<file path="config.mk">
export PLATFORM = sky130hd
export DESIGN_NAME = uart_rx_os_flat
export DESIGN_NICKNAME = d
export VERILOG_FILES = /design/src/rtl/uart_pkg.sv /design/src/rtl/uart_rx_os_if.sv /design/src/rtl/uart_os_tick.sv /design/src/rtl/uart_rx_os.sv /design/src/flat_wrapper.sv
export SDC_FILE = /design/constraint.sdc
export NUM_CORES = 1
export LEC_CHECK = 0
export CORE_UTILIZATION = 58
export CTS_CLUSTER_DIAMETER = 60
export DETAILED_ROUTE_END_ITERATION = 10
export PLACE_DENSITY = 0.8
export SLEW_MARGIN = 10
export SYNTH_ARGS = -nofsm -noshare
export SYNTH_HDL_FRONTEND = slang
export SYNTH_SLANG_ARGS = --single-unit
</file>
<file path="constraint.sdc">
create_clock -name CLK -period 4.9 [get_ports CLK]
set_clock_uncertainty 0.2 [all_clocks]
set_input_delay 0.49 -clock CLK [delete_from_list [all_inputs] [get_ports CLK]]
set_output_delay 0.49 -clock CLK [all_outputs]
set_load 0.005 [all_outputs]
</file>
<file path="src/rtl/uart_pkg.sv">
// Shared definitions for the oversampling UART receiver.
// Holds parity-mode encodings, the receiver state encoding, the oversample
// ratio with its majority-vote sample indices, and the 3-input majority helper.
package uart_pkg;

  localparam logic [1:0] PAR_NONE = 2'b00;
  localparam logic [1:0] PAR_EVEN = 2'b01;
  localparam logic [1:0] PAR_ODD  = 2'b10;

  localparam int unsigned OVERSAMPLE = 16;
  localparam int unsigned SMP_W      = $clog2(OVERSAMPLE);

  // Tick numbers within a bit at which the line is sampled; decision at the last.
  localparam logic [SMP_W-1:0] SMP_A = SMP_W'(7);
  localparam logic [SMP_W-1:0] SMP_B = SMP_W'(8);
  localparam logic [SMP_W-1:0] SMP_C = SMP_W'(9);

  typedef enum logic [2:0] {
    ST_IDLE,
    ST_START,
    ST_DATA,
    ST_PARITY,
    ST_STOP
  } rx_state_e;

  function automatic logic maj3(input logic a, input logic b, input logic c);
    return (a & b) | (a & c) | (b & c);
  endfunction

endpackage

</file>
<file path="src/rtl/uart_rx_os_if.sv">
// Received-word stream between the UART receiver and its consumer.
// master (receiver): rx_data, rx_valid, parity_err, frame_err, break_det, overrun out; rx_ready in.
// slave (consumer):  the reverse.
interface uart_rx_os_if #(
  parameter int unsigned DATA_BITS = 8
);
  logic [DATA_BITS-1:0] rx_data;
  logic                 rx_valid;
  logic                 rx_ready;
  logic                 parity_err;
  logic                 frame_err;
  logic                 break_det;
  logic                 overrun;

  modport master (
    output rx_data, rx_valid, parity_err, frame_err, break_det, overrun,
    input  rx_ready
  );

  modport slave (
    input  rx_data, rx_valid, parity_err, frame_err, break_det, overrun,
    output rx_ready
  );
endinterface

</file>
<file path="src/rtl/uart_os_tick.sv">
// Prescaled oversample tick generator with synchronous restart.
// Ports: CLK, rst (sync, active-high), restart (zero the counter),
//        prescaler (CLK cycles per tick, 0 treated as 1), tick_c (1-cycle tick).
module uart_os_tick #(
  parameter int unsigned PRESCALER_W = 21
) (
  input  logic                   CLK,
  input  logic                   rst,
  input  logic                   restart,
  input  logic [PRESCALER_W-1:0] prescaler,
  output logic                   tick_c
);

  logic [PRESCALER_W-1:0] cnt_q;
  logic [PRESCALER_W-1:0] lim_c;

  // Terminal count is effective prescaler minus one; 0 and 1 both tick every cycle.
  assign lim_c  = (prescaler == '0) ? '0 : PRESCALER_W'(prescaler - 1'b1);
  assign tick_c = (cnt_q == lim_c);

  always_ff @(posedge CLK) begin
    if (rst || restart) begin
      cnt_q <= '0;
    end else if (tick_c) begin
      cnt_q <= '0;
    end else begin
      cnt_q <= PRESCALER_W'(cnt_q + 1'b1);
    end
  end

endmodule

</file>
<file path="src/rtl/uart_rx_os.sv">
// 16x oversampling UART receiver, 5..9 data bits, optional parity, 1/2 stop bits.
// Ports: CLK, rst (sync, active-high), RX (async serial in, idle high),
//        prescaler_in (CLK cycles per oversample tick), parity_mode, two_stop,
//        rx_if (master: received word, valid/ready, error flags, pulses).
// Build option: define UART_RX_PARITY_EN to include parity bit handling;
// without it parity_mode is ignored and parity_err is always 0.
module uart_rx_os
  import uart_pkg::*;
#(
  parameter int unsigned DATA_BITS   = 8,
  parameter int unsigned PRESCALER_W = 21
) (
  input  logic                   CLK,
  input  logic                   rst,
  input  logic                   RX,
  input  logic [PRESCALER_W-1:0] prescaler_in,
  input  logic [1:0]             parity_mode,
  input  logic                   two_stop,
  uart_rx_os_if.master           rx_if
);

  localparam int unsigned BITCNT_W = 4;

  logic [2:0]             sync_q;
  logic                   rxs;
  logic                   rxs_q;
  logic                   fall_c;
  rx_state_e              state;
  logic [PRESCALER_W-1:0] presc_q;
  logic                   two_stop_q;
  logic                   tick_c;
  logic [SMP_W-1:0]       scnt;
  logic [SMP_W-1:0]       scnt_nx_c;
  logic                   smp_a;
  logic                   smp_b;
  logic                   bit_c;
  logic [DATA_BITS-1:0]   shift_q;
  logic [BITCNT_W-1:0]    bit_cnt;
  logic                   stop_idx;
  logic                   f_ferr;
  logic                   f_brk;
  logic                   done_q;

  logic [DATA_BITS-1:0]   rx_data_q;
  logic                   rx_valid_q;
  logic                   ferr_q;
  logic                   brk_q;
  logic                   ovr_q;

`ifdef UART_RX_PARITY_EN
  logic [1:0]             par_q;
  logic                   par_en_c;
  logic                   par_err_c;
  logic                   f_perr;
  logic                   perr_q;

  assign par_en_c  = (par_q == PAR_EVEN) || (par_q == PAR_ODD);
  // Even: data XOR must equal the parity bit; odd: it must differ.
  assign par_err_c = (par_q == PAR_ODD) ? ((^shift_q) == bit_c) : ((^shift_q) != bit_c);
`else
  logic                   unused_cfg;
  assign unused_cfg = ^parity_mode;
`endif

  assign rxs       = sync_q[2];
  assign fall_c    = rxs_q & ~rxs;
  assign scnt_nx_c = SMP_W'(scnt + 1'b1);
  assign bit_c     = maj3(smp_a, smp_b, rxs);

  uart_os_tick #(.PRESCALER_W(PRESCALER_W)) u_tick (
    .CLK       (CLK),
    .rst       (rst),
    .restart   ((state == ST_IDLE) && fall_c),
    .prescaler (presc_q),
    .tick_c    (tick_c)
  );

  // Synchroniser, sampling and frame FSM; done_q marks the last stop decision.
  always_ff @(posedge CLK) begin
    if (rst) begin
      sync_q     <= 3'b111;
      rxs_q      <= 1'b1;
      state      <= ST_IDLE;
      presc_q    <= '0;
      two_stop_q <= 1'b0;
      scnt       <= '0;
      smp_a      <= 1'b1;
      smp_b      <= 1'b1;
      shift_q    <= '0;
      bit_cnt    <= '0;
      stop_idx   <= 1'b0;
      f_ferr     <= 1'b0;
      f_brk      <= 1'b0;
      done_q     <= 1'b0;
`ifdef UART_RX_PARITY_EN
      par_q      <= PAR_NONE;
      f_perr     <= 1'b0;
`endif
    end else begin
      sync_q <= {sync_q[1:0], RX};
      rxs_q  <= rxs;
      done_q <= 1'b0;
      if (state == ST_IDLE) begin
        if (fall_c) begin
          state      <= ST_START;
          presc_q    <= prescaler_in;
          two_stop_q <= two_stop;
          scnt       <= '0;
          bit_cnt    <= '0;
          stop_idx   <= 1'b0;
          f_ferr     <= 1'b0;
          f_brk      <= 1'b0;
`ifdef UART_RX_PARITY_EN
          par_q      <= parity_mode;
          f_perr     <= 1'b0;
`endif
        end
      end else if (tick_c) begin
        scnt <= scnt_nx_c;
        if (scnt_nx_c == SMP_A) smp_a <= rxs;
        if (scnt_nx_c == SMP_B) smp_b <= rxs;
        if (scnt_nx_c == SMP_C) begin
          case (state)
            ST_START: state <= bit_c ? ST_IDLE : ST_DATA;
            ST_DATA: begin
              shift_q <= {bit_c, shift_q[DATA_BITS-1:1]};
              bit_cnt <= BITCNT_W'(bit_cnt + 1'b1);
              if (bit_cnt == BITCNT_W'(DATA_BITS - 1)) begin
`ifdef UART_RX_PARITY_EN
                state <= par_en_c ? ST_PARITY : ST_STOP;
`else
                state <= ST_STOP;
`endif
              end
            end
`ifdef UART_RX_PARITY_EN
            ST_PARITY: begin
              f_perr <= par_err_c;
              state  <= ST_STOP;
            end
`endif
            ST_STOP: begin
              if (!bit_c) f_ferr <= 1'b1;
              if (!stop_idx) f_brk <= ~bit_c & ~(|shift_q);
              // Leaving at mid-bit keeps the next start edge catchable.
              if (stop_idx || !two_stop_q) begin
                state  <= ST_IDLE;
                done_q <= 1'b1;
              end else begin
                stop_idx <= 1'b1;
              end
            end
            default: state <= ST_IDLE;
          endcase
        end
      end
    end
  end

  // One-entry holding register; a full, unaccepted register drops the new frame.
  always_ff @(posedge CLK) begin
    if (rst) begin
      rx_data_q  <= '0;
      rx_valid_q <= 1'b0;
      ferr_q     <= 1'b0;
      brk_q      <= 1'b0;
      ovr_q      <= 1'b0;
`ifdef UART_RX_PARITY_EN
      perr_q     <= 1'b0;
`endif
    end else begin
      brk_q <= 1'b0;
      ovr_q <= 1'b0;
      if (rx_valid_q && rx_if.rx_ready) rx_valid_q <= 1'b0;
      if (done_q) begin
        brk_q <= f_brk;
        if (!rx_valid_q || rx_if.rx_ready) begin
          rx_data_q  <= shift_q;
          rx_valid_q <= 1'b1;
          ferr_q     <= f_ferr;
`ifdef UART_RX_PARITY_EN
          perr_q     <= f_perr;
`endif
        end else begin
          ovr_q <= 1'b1;
        end
      end
    end
  end

  assign rx_if.rx_data   = rx_data_q;
  assign rx_if.rx_valid  = rx_valid_q;
  assign rx_if.frame_err = ferr_q;
  assign rx_if.break_det = brk_q;
  assign rx_if.overrun   = ovr_q;
`ifdef UART_RX_PARITY_EN
  assign rx_if.parity_err = perr_q;
`else
  assign rx_if.parity_err = 1'b0;
`endif

endmodule

</file>
<file path="src/flat_wrapper.sv">
// flat-port wrapper written by rule: the top's interface ports become plain ports
module uart_rx_os_flat import uart_pkg::*;
#(
  parameter int unsigned DATA_BITS   = 8,
  parameter int unsigned PRESCALER_W = 21
)
  (CLK, rst, RX, prescaler_in, parity_mode, two_stop, rx_if_rx_data, rx_if_rx_valid, rx_if_parity_err, rx_if_frame_err, rx_if_break_det, rx_if_overrun, rx_if_rx_ready);
  uart_rx_os_if #(.DATA_BITS(DATA_BITS)) rx_if_i ();
  input  logic CLK;
  input  logic rst;
  input  logic RX;
  input  logic [PRESCALER_W-1:0] prescaler_in;
  input  logic [1:0] parity_mode;
  input  logic two_stop;
  output wire logic [$bits(rx_if_i.rx_data)-1:0] rx_if_rx_data;
  output wire logic [$bits(rx_if_i.rx_valid)-1:0] rx_if_rx_valid;
  output wire logic [$bits(rx_if_i.parity_err)-1:0] rx_if_parity_err;
  output wire logic [$bits(rx_if_i.frame_err)-1:0] rx_if_frame_err;
  output wire logic [$bits(rx_if_i.break_det)-1:0] rx_if_break_det;
  output wire logic [$bits(rx_if_i.overrun)-1:0] rx_if_overrun;
  input wire logic [$bits(rx_if_i.rx_ready)-1:0] rx_if_rx_ready;
  assign rx_if_rx_data = rx_if_i.rx_data;
  assign rx_if_rx_valid = rx_if_i.rx_valid;
  assign rx_if_parity_err = rx_if_i.parity_err;
  assign rx_if_frame_err = rx_if_i.frame_err;
  assign rx_if_break_det = rx_if_i.break_det;
  assign rx_if_overrun = rx_if_i.overrun;
  assign rx_if_i.rx_ready = rx_if_rx_ready;
  uart_rx_os #(.DATA_BITS(DATA_BITS), .PRESCALER_W(PRESCALER_W)) u_core (.CLK(CLK), .rst(rst), .RX(RX), .prescaler_in(prescaler_in), .parity_mode(parity_mode), .two_stop(two_stop), .rx_if(rx_if_i));
endmodule
</file>
Word level (Yosys, flattened, before mapping):

Cells that the tools add are included.

* flip-flop bits (word level): 84
* logic and storage cells: 118
* output and inout port bits: 13

* equal/unequal tests: 14
* reductions and logical operators: 28
* muxes and demuxes: 37
* add/subtract/negate cells: 4
* bitwise operators: 15

Operators by type and width (number)
* 4-bit two-way mux: 7
* 21-bit by 1-bit adder with 21-bit output, second input constant: 1
* 21-bit == test: 1
* 21-bit logical NOT: 1
* 1-bit two-way mux: 21
* 21-bit two-way mux: 1
* 21-bit by 1-bit subtractor with 21-bit output, second input constant: 1
* 5-bit AND reduction: 4
* 3-bit two-way mux: 6
* 3-bit one-hot mux with 3 select lines: 1
* 4-bit by 1-bit adder with 4-bit output, second input constant: 2
* 4-bit by 3-bit == test with 1-bit output, second input constant: 2
* 4-bit == test, second input constant: 2
* 1-bit NOT: 8
* 4-bit AND reduction: 2
* 2-bit nonzero test: 4
* 8-bit OR reduction: 1
* 3-bit by 1-bit != test with 1-bit output, second input constant: 2
* 2-bit AND reduction: 3
* 3-bit AND reduction: 2
* 1-bit bitwise AND: 5
* 5-bit OR reduction: 1
* 2-bit by 1-bit != test with 1-bit output, second input constant: 2
* 2-bit != test, second input constant: 2
* 10 further kinds: 16

Longest topological paths before layout:

Gate-level depths: netlist of the first run.

* word-level depth: 10
* mapped depth: 15
* depth with buffers taken out: 12

Hierarchy:

A second synthesis of the first run with hierarchy kept.

* cells, all modules: 571
* area total of the unflattened synthesis: 4809.6 um^2

Modules (own cells, without submodules)
* uart_rx_os: cells an instance 288, area each 2502.4 um^2, instances 1, seq. area each 1261.2 um^2
* uart_os_tick: cells an instance 283, area each 2307.2 um^2, instances 1, seq. area each 420.4 um^2

Least setup slack after synthesis of the first run:

OpenSTA, ideal clock, no wires.

* path kind: register to register
* from: register u_core.presc_q[0]
* to: register u_core.f_brk
* clock period less this slack: 3.763 ns
* slack: 1.137 ns
* stages on the path, launching flop included: 15
* data required time: 4.628 ns
* data arrival time: 3.491 ns
* cells stage by stage: dfxtp_1 inv_1 ha_1 nor4b_2 nand3_1 or4_4 buf_6 a31o_2 a22oi_1 o211a_1 nand4_1 or3_1 buf_2 nor3_2 mux2i_1

* word-level cells in the longest chain between the ends: 5

Ends and longest elaborated chain
* from (decl): RTL line uart_rx_os.sv:29 `logic [PRESCALER_W-1:0] presc_q;`
* from (signal assigned): RTL line uart_rx_os.sv:106 `presc_q <= prescaler_in;`
* 21-bit by 1-bit subtractor with 21-bit output or 21-bit logical NOT (tied branches): RTL line uart_os_tick.sv:18 `assign lim_c = (prescaler == '0) ? '0 : PRESCALER_W'(prescaler - 1'b1);`
* 21-bit two-way mux (*): RTL line uart_os_tick.sv:18
* 21-bit == test (*): RTL line uart_os_tick.sv:19 `assign tick_c = (cnt_q == lim_c);`
* 2-bit nonzero test (no source line) (*)
* 5-bit AND reduction (no source line) (*)
* to (signal assigned): RTL line uart_rx_os.sv:144 `if (!stop_idx) f_brk <= ~bit_c & ~(|shift_q);`
* to (decl): RTL line uart_rx_os.sv:41 `logic f_brk;`

Every way passes the cells marked *; elsewhere a longest branch is shown, timed or not.
A chain may end at the register's enable or synchronous reset.

Worst setup path in the final report of the first run:

Ends and elaborated chain as after synthesis.

==> flow_metrics.env, run 1 <==
export IMPL_rsz0062_at_grt="false"
export IMPL_clock_latency_ps=370
export IMPL_r2r_start="u_core.presc_q[0]$_SDFFE_PP0P_"
export IMPL_combinationalPowerShare_pct=17.1
export IMPL_grt_max_degree=63
export IMPL_cts_root_buf="clkbuf_8"
export IMPL_stdcell_area_sq_um=5190
export IMPL_peakVddDrop_uv=192
export IMPL_die_area_sq_um=8350
export IMPL_muxShareOfSynthArea_pct=3.67
export IMPL_yosysTopAreaCellShare_pct=36.3
export IMPL_via_per_inst=5.94
export IMPL_area_delta_synth_final_pct=12.1
export IMPL_synth_compound_area_share_pct=13.6
export IMPL_wl_mm=10.6
export IMPL_final_max_slew_violation_count=0
export IMPL_die_w_um=91.4
export IMPL_yosys_area_share_simple_pct=31.0
export IMPL_cts_htree_levels=3
export IMPL_crit_arrival_ps=4390
export IMPL_fin_crit_ps=4280
export IMPL_syn_avg_cell_area_sq_um=8.08
export IMPL_cellLeakagePower_nw=1.93
export IMPL_synth_net_count=608
export IMPL_async_flop_share_pct=0
export IMPL_hold_viol_final=0
export IMPL_synthCells=573
export IMPL_drc_errors=0
export IMPL_netlist_area_sq_um=4630
export IMPL_status="finished, final reports clean"
export IMPL_cts_tree="done"
export IMPL_relSlewSlack_pct=31.5
export IMPL_switching_share_pct=29.3
export IMPL_synth_common_cells="dfxtp_1, nand2_1, nor2_1"
export IMPL_grt_overflow=0
export IMPL_cp_required_ps=5000
export IMPL_place_area_sq_um=5010
export IMPL_numCtsBuffers=9
export IMPL_clkSinkCount=84
export IMPL_dp_hpwl_mm=7.70
export IMPL_ys_types=68
export IMPL_io_pins=41
export IMPL_synth_flop_cell="dfxtp_1"
export IMPL_worst_pin_slew_ps=1030
export IMPL_nNetsFinal=625
export IMPL_ant_nets=0
export IMPL_final_setup_viol_count=0
export IMPL_wl_per_cell_um=15.2
export IMPL_critical_path_startpoint="u_core.presc_q[0]$_SDFFE_PP0P_"
export IMPL_synthTopCellsByArea="dfxtp_1, nand2_1, nor2_1"
export IMPL_cts_clk_slew_worst_paths_ps=90
export IMPL_drive_gt1_share_pct=8.57
export IMPL_fin_tns_setup_ps=0
export IMPL_rows=32
export IMPL_crit_type="flip-flop to flip-flop"
export IMPL_p_switching_w=0.000414
export IMPL_numPortBuffers=37
export IMPL_min_delay_start="u_core.sync_q[1]$_SDFF_PP1_"
export IMPL_drv_cap=0
export IMPL_cts_setup_buffers=0
export IMPL_yosysMostFrequentCell="dfxtp_1"
export IMPL_dr_total_vias=4143
export IMPL_hp_class="flip-flop to flip-flop"
export IMPL_grt_pass1_vias=3999
export IMPL_yosysTopAreaCell="dfxtp_1"
export IMPL_synth_top_family_by_area="simple AND/OR/NAND/NOR gates"
export IMPL_power_density_nw_per_um2=272
export IMPL_ys_ff_latch=84
export IMPL_fmax_ghz=0.234
export IMPL_intPower_w=0.00100
export IMPL_start_kind="flip-flop"
export IMPL_crit_fanout=11
export IMPL_synth_xor_area_share_pct=9.27
export IMPL_p_total_w=0.00141
export IMPL_start_util_pct=59.9
export IMPL_grt_pass1_wl_mm=18.0
export IMPL_clockBufferDepth=2
export IMPL_synth_warnings=0
export IMPL_power_frac_seq_pct=49.7
export IMPL_core_area_sq_um=7730
export IMPL_post_cts_resize_count=0
export IMPL_gp_congestion=0.929
export IMPL_diodes=0
export IMPL_ys_seq_area_share_pct=36.3
export IMPL_timing_final_crit_share_pct=87.4
export IMPL_postCtsHoldBufs=0
export IMPL_synth_edf_count=0
export IMPL_drtIter0Drc=223
export IMPL_die_y_um=91.4
export IMPL_grt_usage_pct=26.7
export IMPL_synth_fa_ha_area_share_pct=1.89
export IMPL_grt_antenna_before_repair=0
export IMPL_cp_end_kind="flip-flop"
export IMPL_first_pass_iters=8
export IMPL_clkPwrFrac_pct=33.2
layout make-up:
class	instances	area (sq um)
fillers	649	2530
clock buffers	10	138
repair buffers	42	403
clock inverters	6	46.3
well taps	102	128
multi-input cells	442	2760
flip-flops and latches	84	1680
inverters	11	41.3
routing by layer:
| metal | track usage, % | part of all wire, % | up-vias |
|---|---|---|---|
| met1 | 31.5 | 43 | 1949 |
| met3 | 5.28 | 5.6 | 35 |
| met5 | 0 | 0 | - |
| met2 | 46.9 | 49 | 126 |
| li1 | - | - | 2033 |
| met4 | 11.2 | 2.8 | 0 |
metrics by stage:
| stage | instances | hold WS (ps) | worst slack, ps | utilization, % |
|---|---|---|---|---|
| after CTS | 697 | 218 | 655 | 67.2 |
| after floorplan | 573 | 189 | 1140 | - |
| final | 697 | 217 | 618 | 67.2 |
| after global placement | 681 | 190 | 722 | 64.8 |
| after detailed placement | 681 | 197 | 683 | 64.8 |
| after global routing | 697 | 245 | 354 | 67.2 |
layout by cell type, fill, tap and decap left out, types with 12 or more instances in the layout:
| cell | netlist | routed |
|---|---|---|
| nor2_1 | 63 | 63 |
| nand2_1 | 83 | 83 |
| nand3_1 | 19 | 19 |
| mux2i_1 | 17 | 17 |
| xnor2_1 | 20 | 20 |
| a21oi_1 | 37 | 37 |
| dfxtp_1 | 84 | 84 |
| nor3_1 | 16 | 16 |
| nand4_1 | 12 | 12 |
| o21ai_0 | 17 | 17 |
| xor2_1 | 21 | 21 |
| clkdlybuf4s50_1 | 0 | 36 |
kinds of logic after synthesis:
group / count (synthesis)
AND/OR/NAND/NOR: 279
XOR/XNOR: 44
AO/OA/AOI/OAI: 94
other: 1
multiplexers: 17
flip-flops: 84
buffers and inverters: 47
adder cells (fa/ha/maj): 7
power by group through the flow:
| stage | Clock [W] | Combinational (W) | Sequential (W) |
|---|---|---|---|
| after floorplan | 0 | 0.000181 | 0.000712 |
| after global placement | 0 | 0.000227 | 0.000717 |
| after detailed placement | 0 | 0.000236 | 0.000718 |
| after CTS | 0.000470 | 0.000237 | 0.000702 |
| after global routing | 0.000503 | 0.000261 | 0.000704 |
| final | 0.000470 | 0.000241 | 0.000703 |
sequential cells by signal, indices dropped and copies added, names as in the netlist:
signal	flops
u_core.bit_cnt	4
u_core.scnt	4
u_core.f_brk	1
u_core.smp_a	1
u_core.rx_if.frame_err	1
u_core.rx_if.rx_valid	1
u_core.done_q	1
u_core.two_stop_q	1
u_core.stop_idx	1
u_core.rx_if.rx_data	8
u_core.presc_q	21
u_core.sync_q	3
u_core.smp_b	1
u_core.f_ferr	1
u_core.rx_if.overrun	1
u_core.state	3
u_core.rx_if.break_det	1
u_core.u_tick.cnt_q	21
u_core.rxs_q	1
u_core.shift_q	8
worst paths after layout:
check / end / slack, ps / cells after the start
setup reg to reg: u_core.f_brk$_SDFFE_PP0P_ / 620 / 13
hold reg to reg: u_core.sync_q[2]$_SDFF_PP1_ / 220 / 1
setup / recovery: u_core.f_brk$_SDFFE_PP0P_ / 620 / 13
hold / removal: u_core.sync_q[2]$_SDFF_PP1_ / 220 / 1
critical path: stages, from the launching register on:
cell	delay (ps)
dfxtp_1	360
inv_1	120
ha_1	250
or4b_2	660
nor4_1	450
xnor2_1	220
xnor2_1	160
or3_1	350
nand4_1	130
nand4_1	120
buf_4	200
or3_1	550
nor3_2	250
mux2i_1	190
(Power assumes the default switching activity.)
==> inputs of run 2 (changes only) <==
CORE_MARGIN = 3   (was unset)
==> run 2 against run 1 <==
  * Sequential power barely moved
  * Highest routed layer unchanged
  * Via count decreased by 1.6%
  * Critical path type unchanged
  * First-iteration DRC count shrank 6.7%
  * Utilization up 2.4 points
  * Combinational power is essentially flat
  * Clock power rose by 11%
  * Register-to-register slack lost 20 ps
  * Wire length down 0.36%
  * Cell count decreased by 0.43%
  * Critical endpoint unchanged
  * Sequential share of layout area shrank 0.11 points
==> flow_metrics.env, run 2 (synthesized netlist as in run 1, its figures left out) <==
export IMPL_nNetsFinal=625
export IMPL_peakVddDrop_uv=204
export IMPL_core_area_sq_um=7490
export IMPL_fin_tns_setup_ps=0
export IMPL_cts_clk_slew_worst_paths_ps=90
export IMPL_timing_final_crit_share_pct=87.9
export IMPL_regArea_sq_um=1680
export IMPL_first_pass_iters=4
export IMPL_min_delay_start="u_core.sync_q[1]$_SDFF_PP1_"
export IMPL_fin_crit_ps=4310
export IMPL_r2r_cells=13
export IMPL_holdPathEnd="u_core.sync_q[2]$_SDFF_PP1_"
export IMPL_cp_required_ps=5000
export IMPL_wl_mm=10.6
export IMPL_gp_congestion=0.972
export IMPL_numCtsBuffers=9
export IMPL_dp_hpwl_mm=7.79
export IMPL_grt_max_degree=63
export IMPL_cts_tree="done"
export IMPL_stdcell_area_sq_um=5210
export IMPL_power_density_nw_per_um2=282
export IMPL_clock_latency_ps=370
export IMPL_final_setup_viol_count=0
export IMPL_die_y_um=95.4
export IMPL_cts_setup_buffers=0
export IMPL_wl_per_cell_um=15.2
export IMPL_post_cts_resize_count=0
export IMPL_reg2reg_to="u_core.f_brk$_SDFFE_PP0P_"
export IMPL_drive_gt1_share_pct=8.57
export IMPL_final_cell_mix="dfxtp_1, nand2_1, nor2_1"
export IMPL_grt_pass1_vias=3847
export IMPL_crit_arrival_ps=4410
export IMPL_crit_fanout=11
export IMPL_cp_end_kind="flip-flop"
export IMPL_worst_pin_slew_ps=1030
export IMPL_hold_viol_final=0
export IMPL_stdcell_count=694
export IMPL_start_util_pct=61.9
export IMPL_clockBufferDepth=2
export IMPL_via_per_inst=5.88
export IMPL_grt_antenna_before_repair=0
export IMPL_final_max_slew_violation_count=0
export IMPL_die_area_sq_um=9090
export IMPL_drc_errors=0
export IMPL_dr_total_vias=4078
export IMPL_grt_usage_pct=24.7
export IMPL_cts_root_buf="clkbuf_8"
export IMPL_drv_cap=0
export IMPL_grt_pass1_wl_mm=17.8
export IMPL_dp_cells=678
export IMPL_area_delta_synth_final_pct=12.5
export IMPL_drtIter0Drc=208
export IMPL_reg2reg_slack_ps=590
export IMPL_crit_type="flip-flop to flip-flop"
export IMPL_status="finished, final reports clean"
export IMPL_cellLeakagePower_nw=1.95
export IMPL_hold_depth=1
export IMPL_cts_htree_levels=3
export IMPL_post_place_ws_ps=641
export IMPL_relSlewSlack_pct=31.7
export IMPL_clkSinkCount=84
export IMPL_ant_nets=0
export IMPL_layout_commonest_cell="dfxtp_1"
export IMPL_reg_top3="u_core.presc_q (21), u_core.u_tick.cnt_q (21)"
export IMPL_rows=31
export IMPL_fmax_ghz=0.232
export IMPL_fill_cells=581
export IMPL_multiInputGateArea_sq_um=2760
export IMPL_postCtsHoldBufs=0
export IMPL_place_area_sq_um=5000
export IMPL_io_pins=41
export IMPL_setup_ws_ps=594
export IMPL_numPortBuffers=37
export IMPL_die_w_um=95.4
export IMPL_start_kind="flip-flop"
export IMPL_r2r_start="u_core.presc_q[0]$_SDFFE_PP0P_"
export IMPL_rsz0062_at_grt="false"
export IMPL_grt_overflow=0
export IMPL_hp_class="flip-flop to flip-flop"
export IMPL_diodes=0
[run 2: layer usage]
metal | share of wire [%] | GRT usage [%]
met5 | 0 | 0
met4 | 3.4 | 9.13
met3 | 4.2 | 5.21
met2 | 48 | 41.4
met1 | 44 | 31.3
[run 2: worst max-delay path by stage]
stage | start | to | slack, ps | cells after the start
after CTS | u_core.presc_q[0]$_SDFFE_PP0P_ | u_core.f_brk$_SDFFE_PP0P_ | 610 | 13
after global placement | u_core.presc_q[11]$_SDFFE_PP0P_ | u_core.f_brk$_SDFFE_PP0P_ | 730 | 11
after global routing | u_core.presc_q[0]$_SDFFE_PP0P_ | u_core.f_brk$_SDFFE_PP0P_ | 330 | 13
after detailed placement | u_core.presc_q[0]$_SDFFE_PP0P_ | u_core.f_brk$_SDFFE_PP0P_ | 640 | 13
after floorplan | u_core.presc_q[0]$_SDFFE_PP0P_ | u_core.f_brk$_SDFFE_PP0P_ | 1140 | 14
final | u_core.presc_q[0]$_SDFFE_PP0P_ | u_core.f_brk$_SDFFE_PP0P_ | 590 | 13
[run 2: final cells by class]
| type | instances | area share (%) |
|---|---|---|
| Timing Repair Buffer | 42 | 7.73 |
| Tap cell | 99 | 2.38 |
| Multi-Input combinational cell | 442 | 52.9 |
| Sequential cell | 84 | 32.3 |
| Clock inverter | 7 | 1.56 |
| Inverter | 11 | 0.793 |
| Clock buffer | 9 | 2.38 |
[run 2: power by group]
part	internal [W]	leakage (nW)	total (W)	switching (W)
Sequential	0.000690	0.678	0.000702	0.0000124
Clock	0.000245	0.107	0.000524	0.000280
Combinational	0.000109	1.16	0.000240	0.000132
Total	0.00104	1.95	0.00147	0.000423
[run 2: per-stage QoR]
step / hold slack, ps / total power, W / utilization [%]
6_report: 216 / 0.00147 / 69.6
4_1_cts: 219 / 0.00147 / 69.6
3_5_place_dp: 197 / 0.000954 / 66.9
5_1_grt: 229 / 0.00152 / 69.6
3_3_place_gp: 191 / 0.000948 / 66.9
2_1_floorplan: 189 / 0.000894 / -
[run 2: worst max-delay path, cell delays in order (launching register included)]
cell and delay, ps:
dfxtp_1 370, inv_1 130, ha_1 250, or4b_2 650, nor4_1 450, xnor2_1 220
xnor2_1 170, or3_1 360, nand4_1 150, nand4_1 120, buf_4 200, or3_1 550
nor3_2 240, mux2i_1 190
